===== src/rtl/pic_host_pkg.sv =====
// Shared types for the PIC host controller: FSM states, write-list indices,
// latched configuration payload and write-sequencing helpers.
package pic_host_pkg;

  localparam int unsigned CNT_W  = 4;
  localparam int unsigned BYTE_W = 8;

  typedef enum logic [2:0] {
    ST_IDLE,
    ST_WR_SETUP,
    ST_WR_STROBE,
    ST_WR_GAP,
    ST_ACK1,
    ST_ACK_GAP,
    ST_ACK2,
    ST_ACK_DONE
  } state_e;

  typedef enum logic [2:0] {
    WI_ICW1,
    WI_ICW2,
    WI_ICW3,
    WI_ICW4,
    WI_OCW1
  } wr_idx_e;

  typedef struct packed {
    logic [BYTE_W-1:0] icw1;
    logic [BYTE_W-1:0] icw2;
    logic [BYTE_W-1:0] icw3;
    logic [BYTE_W-1:0] icw4;
    logic [BYTE_W-1:0] ocw1;
  } cfg_t;

  // ICW3 only exists in cascade mode (SNGL=0), ICW4 only when IC4=1.
  function automatic wr_idx_e next_wr_idx(wr_idx_e idx, logic sngl, logic ic4);
    wr_idx_e nxt;
    case (idx)
      WI_ICW1: nxt = WI_ICW2;
      WI_ICW2: nxt = !sngl ? WI_ICW3 : (ic4 ? WI_ICW4 : WI_OCW1);
      WI_ICW3: nxt = ic4 ? WI_ICW4 : WI_OCW1;
      default: nxt = WI_OCW1;
    endcase
    return nxt;
  endfunction

  function automatic logic [BYTE_W-1:0] wr_byte(wr_idx_e idx, cfg_t cfg);
    logic [BYTE_W-1:0] b;
    case (idx)
      WI_ICW1: b = cfg.icw1;
      WI_ICW2: b = cfg.icw2;
      WI_ICW3: b = cfg.icw3;
      WI_ICW4: b = cfg.icw4;
      default: b = cfg.ocw1;
    endcase
    return b;
  endfunction

endpackage


===== src/rtl/pic_host_controller_if.sv =====
// PIC-side bus of the host controller: strobes, address bit and data bus.
interface pic_host_controller_if;
  import pic_host_pkg::*;

  logic              cs_n;
  logic              wr_n;
  logic              rd_n;
  logic              inta_n;
  logic              a0;
  logic              pic_int;
  logic              pic_data_oe;
  logic [BYTE_W-1:0] pic_data_in;
  logic [BYTE_W-1:0] pic_data_out;

  modport master (
    output cs_n, wr_n, rd_n, inta_n, a0, pic_data_out, pic_data_oe,
    input  pic_int, pic_data_in
  );

  modport slave (
    input  cs_n, wr_n, rd_n, inta_n, a0, pic_data_out, pic_data_oe,
    output pic_int, pic_data_in
  );
endinterface


===== src/rtl/strobe_timer.sv =====
// Shared strobe-width / gap down-counter: loads N-1 and counts to zero.
module strobe_timer
  import pic_host_pkg::*;
(
  input  logic             clk,
  input  logic             reset_n,
  input  logic             load,
  input  logic [CNT_W-1:0] load_val,
  output logic             done_c,
  output logic             busy_c
);

  logic [CNT_W-1:0] cnt_q;

  always_ff @(posedge clk or negedge reset_n) begin
    if (!reset_n) begin
      cnt_q <= '0;
    end else if (load) begin
      cnt_q <= load_val;
    end else if (cnt_q != '0) begin
      cnt_q <= cnt_q - CNT_W'(1);
    end
  end

  assign done_c = (cnt_q == '0);
  assign busy_c = (cnt_q != '0);

endmodule


===== src/rtl/pic_host_controller.sv =====
// Host-side 8259-style PIC controller: programs ICW/OCW bytes after start_cfg
// and runs two-pulse interrupt acknowledge cycles to capture the vector.
module pic_host_controller
  import pic_host_pkg::*;
#(
  parameter int unsigned PULSE_CYCLES = 2,
  parameter int unsigned GAP_CYCLES   = 1
) (
  input  logic                  clk,
  input  logic                  reset_n,
  input  logic                  start_cfg,
  input  logic [BYTE_W-1:0]     icw1,
  input  logic [BYTE_W-1:0]     icw2,
  input  logic [BYTE_W-1:0]     icw3,
  input  logic [BYTE_W-1:0]     icw4,
  input  logic [BYTE_W-1:0]     ocw1,
  input  logic                  ack_enable,
  pic_host_controller_if.master pic,
  output logic                  cfg_done,
  output logic                  busy,
  output logic [BYTE_W-1:0]     vector,
  output logic                  vector_valid
);

  localparam logic [CNT_W-1:0] PULSE_LD = CNT_W'(PULSE_CYCLES - 1);
  localparam logic [CNT_W-1:0] GAP_LD   = CNT_W'(GAP_CYCLES - 1);

  state_e            state_q;
  wr_idx_e           idx_q;
  wr_idx_e           nxt_idx_c;
  cfg_t              cfg_q;
  cfg_t              cfg_in_c;
  logic              cs_n_q;
  logic              wr_n_q;
  logic              inta_n_q;
  logic              a0_q;
  logic              oe_q;
  logic [BYTE_W-1:0] data_q;
  logic              ack_go_c;
  logic              tmr_load_c;
  logic [CNT_W-1:0]  tmr_val_c;
  logic              tmr_done_c;
  logic              tmr_busy_c;

  assign cfg_in_c  = {icw1, icw2, icw3, icw4, ocw1};
  assign nxt_idx_c = next_wr_idx(idx_q, cfg_q.icw1[1], cfg_q.icw1[0]);
  assign ack_go_c  = cfg_done && ack_enable && pic.pic_int;

  assign pic.cs_n         = cs_n_q;
  assign pic.wr_n         = wr_n_q;
  assign pic.rd_n         = 1'b1;
  assign pic.inta_n       = inta_n_q;
  assign pic.a0           = a0_q;
  assign pic.pic_data_oe  = oe_q;
  assign pic.pic_data_out = data_q;

  // Timer is reloaded on every edge that enters a timed state.
  always_comb begin
    tmr_load_c = 1'b0;
    tmr_val_c  = '0;
    case (state_q)
      ST_IDLE: begin
        if (!start_cfg && ack_go_c) begin
          tmr_load_c = 1'b1;
          tmr_val_c  = PULSE_LD;
        end
      end
      ST_WR_SETUP: begin
        tmr_load_c = 1'b1;
        tmr_val_c  = PULSE_LD;
      end
      ST_WR_STROBE, ST_ACK1: begin
        tmr_load_c = tmr_done_c;
        tmr_val_c  = GAP_LD;
      end
      ST_ACK_GAP: begin
        tmr_load_c = tmr_done_c;
        tmr_val_c  = PULSE_LD;
      end
      default: begin
        tmr_load_c = 1'b0;
        tmr_val_c  = '0;
      end
    endcase
  end

  strobe_timer u_timer (
    .clk      (clk),
    .reset_n  (reset_n),
    .load     (tmr_load_c),
    .load_val (tmr_val_c),
    .done_c   (tmr_done_c),
    .busy_c   (tmr_busy_c)
  );

  // Outputs are registered alongside the state they belong to.
  always_ff @(posedge clk or negedge reset_n) begin
    if (!reset_n) begin
      state_q      <= ST_IDLE;
      idx_q        <= WI_ICW1;
      cfg_q        <= '0;
      cs_n_q       <= 1'b1;
      wr_n_q       <= 1'b1;
      inta_n_q     <= 1'b1;
      a0_q         <= 1'b0;
      oe_q         <= 1'b0;
      data_q       <= '0;
      cfg_done     <= 1'b0;
      busy         <= 1'b0;
      vector       <= '0;
      vector_valid <= 1'b0;
    end else begin
      vector_valid <= 1'b0;
      case (state_q)
        ST_IDLE: begin
          if (start_cfg) begin
            cfg_q    <= cfg_in_c;
            idx_q    <= WI_ICW1;
            cfg_done <= 1'b0;
            busy     <= 1'b1;
            state_q  <= ST_WR_SETUP;
            cs_n_q   <= 1'b0;
            a0_q     <= 1'b0;
            data_q   <= cfg_in_c.icw1;
            oe_q     <= 1'b1;
          end else if (ack_go_c) begin
            busy     <= 1'b1;
            state_q  <= ST_ACK1;
            inta_n_q <= 1'b0;
          end
        end
        ST_WR_SETUP: begin
          state_q <= ST_WR_STROBE;
          wr_n_q  <= 1'b0;
        end
        ST_WR_STROBE: begin
          if (!tmr_busy_c) begin
            state_q <= ST_WR_GAP;
            wr_n_q  <= 1'b1;
            cs_n_q  <= 1'b1;
            oe_q    <= 1'b0;
          end
        end
        ST_WR_GAP: begin
          if (!tmr_busy_c) begin
            if (idx_q == WI_OCW1) begin
              state_q  <= ST_IDLE;
              busy     <= 1'b0;
              cfg_done <= 1'b1;
            end else begin
              idx_q   <= nxt_idx_c;
              state_q <= ST_WR_SETUP;
              cs_n_q  <= 1'b0;
              a0_q    <= 1'b1;
              data_q  <= wr_byte(nxt_idx_c, cfg_q);
              oe_q    <= 1'b1;
            end
          end
        end
        ST_ACK1: begin
          if (!tmr_busy_c) begin
            state_q  <= ST_ACK_GAP;
            inta_n_q <= 1'b1;
          end
        end
        ST_ACK_GAP: begin
          if (!tmr_busy_c) begin
            state_q  <= ST_ACK2;
            inta_n_q <= 1'b0;
          end
        end
        ST_ACK2: begin
          if (!tmr_busy_c) begin
            state_q      <= ST_ACK_DONE;
            inta_n_q     <= 1'b1;
            vector       <= pic.pic_data_in;
            vector_valid <= 1'b1;
          end
        end
        ST_ACK_DONE: begin
          state_q <= ST_IDLE;
          busy    <= 1'b0;
        end
        default: begin
          state_q <= ST_IDLE;
          busy    <= 1'b0;
        end
      endcase
    end
  end

endmodule


===== src/flat_wrapper.sv =====
// flat-port wrapper written by rule: the top's interface ports become plain ports
module pic_host_controller_flat import pic_host_pkg::*;
#(
  parameter int unsigned PULSE_CYCLES = 2,
  parameter int unsigned GAP_CYCLES   = 1
)
  (clk, reset_n, start_cfg, icw1, icw2, icw3, icw4, ocw1, ack_enable, cfg_done, busy, vector, vector_valid, pic_cs_n, pic_wr_n, pic_rd_n, pic_inta_n, pic_a0, pic_pic_data_out, pic_pic_data_oe, pic_pic_int, pic_pic_data_in);
  pic_host_controller_if pic_i ();
  input  logic clk;
  input  logic reset_n;
  input  logic start_cfg;
  input  logic [BYTE_W-1:0] icw1;
  input  logic [BYTE_W-1:0] icw2;
  input  logic [BYTE_W-1:0] icw3;
  input  logic [BYTE_W-1:0] icw4;
  input  logic [BYTE_W-1:0] ocw1;
  input  logic ack_enable;
  output logic cfg_done;
  output logic busy;
  output logic [BYTE_W-1:0] vector;
  output logic vector_valid;
  output wire logic [$bits(pic_i.cs_n)-1:0] pic_cs_n;
  output wire logic [$bits(pic_i.wr_n)-1:0] pic_wr_n;
  output wire logic [$bits(pic_i.rd_n)-1:0] pic_rd_n;
  output wire logic [$bits(pic_i.inta_n)-1:0] pic_inta_n;
  output wire logic [$bits(pic_i.a0)-1:0] pic_a0;
  output wire logic [$bits(pic_i.pic_data_out)-1:0] pic_pic_data_out;
  output wire logic [$bits(pic_i.pic_data_oe)-1:0] pic_pic_data_oe;
  input wire logic [$bits(pic_i.pic_int)-1:0] pic_pic_int;
  input wire logic [$bits(pic_i.pic_data_in)-1:0] pic_pic_data_in;
  assign pic_cs_n = pic_i.cs_n;
  assign pic_wr_n = pic_i.wr_n;
  assign pic_rd_n = pic_i.rd_n;
  assign pic_inta_n = pic_i.inta_n;
  assign pic_a0 = pic_i.a0;
  assign pic_pic_data_out = pic_i.pic_data_out;
  assign pic_pic_data_oe = pic_i.pic_data_oe;
  assign pic_i.pic_int = pic_pic_int;
  assign pic_i.pic_data_in = pic_pic_data_in;
  pic_host_controller #(.PULSE_CYCLES(PULSE_CYCLES), .GAP_CYCLES(GAP_CYCLES)) u_core (.clk(clk), .reset_n(reset_n), .start_cfg(start_cfg), .icw1(icw1), .icw2(icw2), .icw3(icw3), .icw4(icw4), .ocw1(ocw1), .ack_enable(ack_enable), .pic(pic_i), .cfg_done(cfg_done), .busy(busy), .vector(vector), .vector_valid(vector_valid));
endmodule

===== config.mk =====
export PLATFORM = sky130hd
export DESIGN_NAME = pic_host_controller_flat
export DESIGN_NICKNAME = d
export VERILOG_FILES = /design/src/rtl/pic_host_pkg.sv /design/src/rtl/pic_host_controller_if.sv /design/src/rtl/strobe_timer.sv /design/src/rtl/pic_host_controller.sv /design/src/flat_wrapper.sv
export SDC_FILE = /design/constraint.sdc
export NUM_CORES = 1
export LEC_CHECK = 0
export ABC_AREA = 1
export CAP_MARGIN = 15
export CORE_MARGIN = 5
export CORE_UTILIZATION = 45
export CTS_CLUSTER_DIAMETER = 40
export DETAILED_ROUTE_END_ITERATION = 10
export PLACE_DENSITY = 0.72
export SYNTH_ARGS = -nofsm -noshare
export SYNTH_HDL_FRONTEND = slang
export SYNTH_HIERARCHICAL = 1
export SYNTH_SLANG_ARGS = --single-unit

===== constraint.sdc =====
create_clock -name clk -period 1.8 [get_ports clk]
set_clock_uncertainty 0.05 [all_clocks]
set_input_delay 0.54 -clock clk [delete_from_list [all_inputs] [get_ports clk]]
set_output_delay 0.54 -clock clk [all_outputs]
set_load 0.02 [all_outputs]

==> flow_summary.ini <==
[status]
run_status = finished, violations left
violated_checks = negative setup slack

[clocking]
h-tree-depth = 3
ctsLongestPathBuffers = 2
cts-root-buf = clkbuf_8
clk_transition_reported_paths_ps = 70
cts_tree = done
cts_sinks = 68
inserted_clock_buffers = 9
worst_skew_pair.late_latency_ps = 330

[worst_setup_path]
r2r_start = u_core/u_timer/cnt_q[1]
path_max_fanout = 5
critical_path_class = flop to flop
path_cells = inv_2 -> ha_4 -> nand2_4 -> nand2_4 -> o21a_1 -> nand2_2 -> inv_2 -> nand2_2 -> o211ai_1 -> inv_1 -> nand3_2 -> nand2_1 -> o21ai_1
cp.arrival_ps = 2030
critical_path.max_stage_delay_ps = 410
cp_slowest_cell = dfrtp_1
worst-path-buf-inv = 3
critPathRequiredTime_ps = 2010
worst_r2r_endpoint = u_core/u_timer/cnt_q[1]
startpoint_type = flop
setup.reg_to_reg.worst_slack_ps = -30
cell_class_contributing_the_biggest_share_of_worst_path_delay = simple AND/OR/NAND/NOR gates
critical_path.endpoint_type = flop
rr_worst_depth = 13

[global_route]
globalRouteOverflowTotal = 0
antenna_found_initial = 0
global_route_wire_length_before_repair_um = 13300
grt_max_degree = 69
first_global_vias = 2891
global_route.usage.total_pct = 18.6

[routing]
vias_after_detailed_routing = 2884
route.antenna.remaining_nets = 0
drt_pass1_iterations = 5
detail_route.wl_per_cell_um = 13.8
detailedRoute.firstIterationViolations = 72
wirelength_um = 8090
post-route-drc-count = 0
post_drt_via_cell_ratio = 4.93

[floorplan]
design.core.area_mm2 = 0.00725
row_cnt = 31
die_w_um = 96.3
y_dimension_of_the_die_um = 96.3
fp.dieArea_mm2 = 0.00927
num_io_pins = 78
start_util_pct = 46.2

[finish]
ratio_of_cells_with_drive_above_1_in_the_final_layout_pct = 25.7
area_growth_pct = 38.3
nFillCells = 617
multiInputGateArea_mm2 = 0.00147
diode_count = 0
final-seq-area_mm2 = 0.00171
finalNetCount = 535

[logic_synthesis]
synth_top_flop_cell = dfrtp_1
ys_async_sr_fraction_pct = 100
synth_enable_flop_cells = 0
synth_cells = 367
netlist_cell_types = 32
yosysTopAreaCell = dfrtp_1
synth_largest_type_area_fraction_pct = 48.5
yosys_warnings = 6
post_synth_main_area_contributors = dfrtp_1, nand2_1, mux2_2, a21oi_2, o21ai_0
synth.most_common_cell = nand2_1
synth_top_cells_by_count = nand2_1, dfrtp_1, inv_1
ys_seq_area_share_pct = 50.9
avgSynthCellArea_um2 = 9.13
ys_seq_elements = 68
mapped_area_mm2 = 0.00335

[sta]
final_period_minus_worst_setup_slack_ps = 1830
fin_setup_tns_ps = -49.2
hold-worst-slack_ps = 172
period_share_pct = 102
rsz0062_at_grt = true
total_setup_violations_reported_at_the_end_of_the_flow = 3
timing.final.hold_violations = 0
final_count_of_pins_violating_max_slew = 0
postLayoutSetupSlackWorst_ps = -28.0
fmaxAchievable_mhz = 547

[placement]
pre_cts_ws_ps = -431
port-buffer-count = 76
place_congestion = 0.932
place_hpwl_um = 5960

[power]
ir_drop_uv = 589
power_per_cell_area_mw_per_mm2 = 1720
pnr_total_power_mw = 8.00
power_leakage_nw = 2.21

[hold_path]
hold_class = primary input to async pin

[job]
max-cap-violations = 0
-- where the power goes --
group / switching (mW) / internal (mW)
Clock: 0.528 / 0.536
Combinational: 2.38 / 1.86
Sequential: 0.418 / 2.27
-- metrics by stage --
step	cells	cell area [um2]	utilization, %
2_1_floorplan	369	3370	-
3_3_place_gp	559	4410	60.8
3_5_place_dp	559	4410	60.8
4_1_cts	581	4590	63.3
5_1_grt	585	4640	63.9
6_report	585	4640	63.9
-- cells in the final DEF (no fill, tap or decap), types with 4 or more instances in the layout --
| master | n |
|---|---|
| a21oi_1 | 23 |
| a21oi_2 | 14 |
| buf_4 | 32 |
| clkbuf_1 | 4 |
| clkbuf_8 | 10 |
| clkdlybuf4s50_1 | 48 |
| conb_1 | 4 |
| dfrtp_1 | 64 |
| dlygate4sd2_1 | 24 |
| inv_1 | 27 |
| inv_2 | 8 |
| mux2_2 | 21 |
| nand2_1 | 85 |
| nand2_2 | 6 |
| nand3_1 | 8 |
| nand4_1 | 10 |
| nor2_1 | 23 |
| nor2_2 | 9 |
| o21ai_0 | 21 |
| o21ai_1 | 6 |
-- cell type report --
type / count / area share [%]
Clock buffer: 14 / 3.29
Timing Repair Buffer: 111 / 22.1
Multi-Input combinational cell: 252 / 31.6
Tap cell: 99 / 2.67
Sequential cell: 68 / 36.8
Inverter: 39 / 3.27
Clock inverter: 2 / 0.216
-- flip-flops by register name, indices dropped and copies added, names as in the netlist --
signal                   count
u_core/pic.a0                1
u_core/cfg_q                34
u_core/vector_valid          1
u_core/busy                  1
u_core/pic.pic_data_oe       1
u_core/pic.pic_data_out      8
u_core/u_timer/cnt_q         4
u_core/pic.cs_n              1
u_core/vector                8
u_core/pic.wr_n              1
u_core/idx_q                 3
u_core/state_q               3
u_core/pic.inta_n            1
u_core/cfg_done              1
-- kinds of logic after synthesis --
family	share of synthesized area, %
AND/OR/NAND/NOR	20.6
AO/OA/AOI/OAI	12.9
flip-flops	50.9
buffers and inverters	6.68
multiplexers	8.06
other	0.224
adder cells (fa/ha/maj)	0.373
XOR/XNOR	0.261
-- what timing repair did --
action,in CTS,in global routing
gates resized for setup,31,9
endpoints found under the setup margin,27,10
pin swaps,7,4
setup buffers,6,4
hold buffers,0,0
-- how the worst max path moves through the flow --
stage | from | end | slack, ps | cells past startpoint
global route | u_core/u_timer/cnt_q[1] | u_core/u_timer/cnt_q[1] | -180 | 13
CTS | u_core/u_timer/cnt_q[0] | u_core/u_timer/cnt_q[1] | 2 | 13
detailed placement | pic_pic_int | u_core/u_timer/cnt_q[1] | -430 | 12
floorplan | u_core/u_timer/cnt_q[0] | u_core/u_timer/cnt_q[3] | 7 | 14
finish | u_core/u_timer/cnt_q[1] | u_core/u_timer/cnt_q[1] | -30 | 13
global placement | pic_pic_int | u_core/u_timer/cnt_q[0] | -320 | 12
-- routing by layer --
layer  wire [um]  global-route usage (%)  vias up
met5           0                       0        -
met4         128                    6.54        0
met3         280                    3.05       12
met2        3940                    30.1       67
met1        3740                    25.2     1374
li1            -                       -     1431
No activity file was read; power rests on OpenSTA's default activity.
==> patch 1, RTL diff (config.mk and constraints unchanged) <==
Add an input register stage for `start_cfg`, cleared by the reset; this delays it by one clock. The other inputs are not delayed to match.
--- a/src/rtl/pic_host_controller.sv
+++ b/src/rtl/pic_host_controller.sv
@@ -27,2 +27,12 @@
 
+  logic start_cfg_q;
+
+  always_ff @(posedge clk or negedge reset_n) begin
+    if (!reset_n) begin
+      start_cfg_q <= '0;
+    end else begin
+      start_cfg_q <= start_cfg;
+    end
+  end
+
   state_e            state_q;
@@ -62,3 +72,3 @@
       ST_IDLE: begin
-        if (!start_cfg && ack_go_c) begin
+        if (!start_cfg_q && ack_go_c) begin
           tmr_load_c = 1'b1;
@@ -115,3 +125,3 @@
         ST_IDLE: begin
-          if (start_cfg) begin
+          if (start_cfg_q) begin
             cfg_q    <= cfg_in_c;
Formal check against the unedited RTL: not equivalent (Yosys sat finds a counterexample within 4 cycles, from zero or initial values and one cycle with reset_n low).
==> patch 1 against the unedited design <==
- sequential cell count up 1
- total power up 1.1%
- wire length down 3.0%
- utilization down 1.5 points
- worst setup slack better by 85 ps
- fmax up 4.9%
- synthesized area up 2.1%
- final area down 1.2%
- largest cell class unchanged
==> patch 1: results (changes against the unedited design) <==
status: "complete, no violations"
n_all_buffers: 90  # -19%
worst_ep_arrival_time_ps: 1150  # -880 ps
multi_input_area_share_pct: 33.92  # +2.3 points
multi_input_gates: 265  # +5.2%
nNetsFinal: 521  # -2.6%
synth_fa_ha_area_share_pct: 0.3658  # -0.0075 points
p_seq_share_pct: 34.3  # +0.7 points
dp_hpwl_um: 5816  # -2.3%
yosys-top-cells-count: "nand2_1, dfrtp_1, nor2_1, mux2_2, inv_1"
cp_max_fo: 2  # -3
power_density_mw_per_mm2: 1766  # +2.4%
dr.pass1.iters: 4  # -1
n_fill_cell: 630  # +2.1%
place_area_mm2: 0.004355  # -1.2%
placement.setup.worst_slack_ps: -237.3  # +193.8 ps
synth_xor_area_share_pct: 0.2560  # -0.0053 points
n_all_inverters: 32  # -18%
drt_wl_total_um: 7845  # -3.0%
critical_path.top_delay_family: "flip-flops"
power_frac_clock_pct: 13.9  # +0.6 points
sw_frac_of_total_pct: 42.13  # +0.55 points
gp_congestion: 0.8634  # -7.3%
synth.area.top_cells: "dfrtp_1, nand2_1, mux2_2, nor2_1, inv_1"
synth_mux_area_share_pct: 10.97  # +2.9 points
p_leak_nw: 2.173  # -1.8%
bufAreaShareNonClock_pct: 18.94  # -3.2 points
drt_iter0_drc: 129  # +79%
synth_compound_area_share_pct: 6.767  # -6.1 points
slowest_delay_ps: 530  # +120 ps
vdd_drop_max_mv: 0.6542  # +11%
layout-drive-gt1-share_pct: 22.72  # -3.0 points
grt_pass1_vias: 2894  # +0.10%
## patch 1: final timing paths
| check | startpoint | end | slack [ps] | cells past startpoint |
|---|---|---|---|---|
| max | u_core/pic.cs_n | pic_cs_n | 60 | 1 |
| min | reset_n | u_core/vector[2] | 100 | 1 |
| max reg2reg | u_core/u_timer/cnt_q[1] | u_core/pic.pic_data_oe | 170 | 10 |
| min reg2reg | u_core/pic.pic_data_oe | u_core/pic.pic_data_oe | 410 | 2 |
| max in group asynchronous | reset_n | u_core/pic.pic_data_out[5] | 1080 | 2 |
| min in group clk | u_core/pic.pic_data_oe | u_core/pic.pic_data_oe | 410 | 2 |
## patch 1: repair_timing
item | CTS | global route
gates resized for setup | 28 | 18
pin swaps | 0 | 5
endpoints found under the setup margin | 29 | 15
cloned | 0 | 0
setup buffers | 0 | 2
## patch 1: per-layer routing
layer  routed length, µm  up-vias  global-route usage, %
li1                    -     1383                      -
met1                3658     1281                  23.09
met2                3686       72                  27.12
met3                 379        8                  4.092
met4                 120        0                  6.803
met5                   0        -                      0
==> patch 2, RTL diff (config.mk and constraints unchanged) <==
Without the edit above. Set the package constant `BYTE_W` to 12 (it was 8).
--- a/src/rtl/pic_host_pkg.sv
+++ b/src/rtl/pic_host_pkg.sv
@@ -5,3 +5,3 @@
   localparam int unsigned CNT_W  = 4;
-  localparam int unsigned BYTE_W = 8;
+  localparam int unsigned BYTE_W = 12;
 
Interface: changed (8 resized); port bits go from 78 to 110. No check against the original RTL was run, so the function may have changed too.
==> patch 2 against the unedited design <==
- count of clock-buffer cells in the layout decreased by 4
- non-clock buffer count up 20
- fmax rose by 2.3%
- sequential cell count is 24 higher
- cell count is 39% higher
- worst setup slack gained 40 ps
- synthesized area is 30% higher
- utilization down 1.4 points
- final area increased by 29%
- global-route usage grew 1.4 points
- total power grew 28%
- wire length up 41%
==> patch 2: results (changes against the unedited design) <==
bufAreaShareNonClock_pct: 21.52  # -0.61 points
n_all_buffers: 131  # +18%
clock_latency_ps: 360  # +30 ps
grt_pass1_wl_um: 18660  # +40%
vdd_drop_max_mv: 0.6336  # +7.5%
ys_types: 29  # -9.4%
power_frac_clock_pct: 16.1  # +2.8 points
seq_share_pct: 38.46  # +1.6 points
power_density_mw_per_mm2: 1707  # -1.0%
avgSynthCellArea_um2: 7.852  # -14%
status: "complete, no violations"
gp_congestion: 0.8584  # -7.9%
n_clock_buffer: 10  # -4
place_area_mm2: 0.005746  # +30%
n_all_inverters: 49  # +26%
wl_per_cell_um: 13.97  # +1.1%
drt_iter0_drc: 276  # +280%
reg2reg_from: "u_core/idx_q[1]"
layout-drive-gt1-share_pct: 13.66  # -12 points
postCtsSetupBuffers: 1  # -5
timing.hold.ws_ps: 55.00  # -116.8 ps
n_fill_cell: 876  # +42%
grt_use_total_pct: 20.03  # +1.4 points
ctsResizeCount: 40  # +29%
numPortBuffers: 108  # +42%
placed_cells: 798  # +43%
cp_max_fo: 15  # +10
clkTransAtPathRegs_ps: 90  # +20 ps
vias: 3969  # +38%
grt_max_degree: 35  # -49%
largest_reg_flops: 50  # +47%
yosys-top-cells-count: "nand2_1, dfrtp_1, nor2_1, o21ai_0, inv_1"
ys_seq_area_share_pct: 52.91  # +2.0 points
fmax_ghz: 0.5594  # +2.3%
seq_cells: 92  # +35%
comb-power_mw: 5.04  # +19%
p_total_mw: 10.24  # +28%
multi_input_area_share_pct: 30.18  # -1.4 points
slowest_delay_ps: 460  # +50 ps
dr.pass1.iters: 4  # -1
p_leak_nw: 2.868  # +30%
rrSetupSlack_ps: 10  # +40 ps
multi_input_gates: 394  # +56%
placement.setup.worst_slack_ps: -267.8  # +163.3 ps
critPathCapture: "u_core/pic.pic_data_out[6]"
via_per_inst: 4.876  # -1.1%
power_switching_mw: 4.266  # +28%
-- patch 2: changes by cell type after synthesis, sizes merged, moves of 11 or more --
cell | unedited run | this run
nand3 | 12 | 23
nand2 | 93 | 219
mux2 | 24 | 0
inv | 37 | 49
dfrtp | 65 | 89
nor2 | 35 | 56
o21ai | 29 | 45
clkbuf | 0 | 12
-- patch 2: cells by family after synthesis --
family,after synthesis,share of synthesized area (%)
buffers and inverters,71,6.804
AO/OA/AOI/OAI,88,11.28
adder cells (fa/ha/maj),1,0.2871
flip-flops,92,52.91
AND/OR/NAND/NOR,300,28.34
other,2,0.1723
XOR/XNOR,1,0.2010
-- patch 2: critical path, delay by kind of cell (launching register included) --
family / cells / cell delay [ps]
buffers and inverters: 2 / 210
and+or+nand+nor: 6 / 900
DFF: 1 / 460
AOI/OAI and AO/OA: 1 / 40
-- patch 2: routing by layer --
metal,GRT usage (%),wire length (µm),vias up
met5,0,0,-
met4,5.861,180,0
met3,3.164,712,15
met2,34.47,5661,125
met1,26.13,4815,1864
li1,-,-,1965
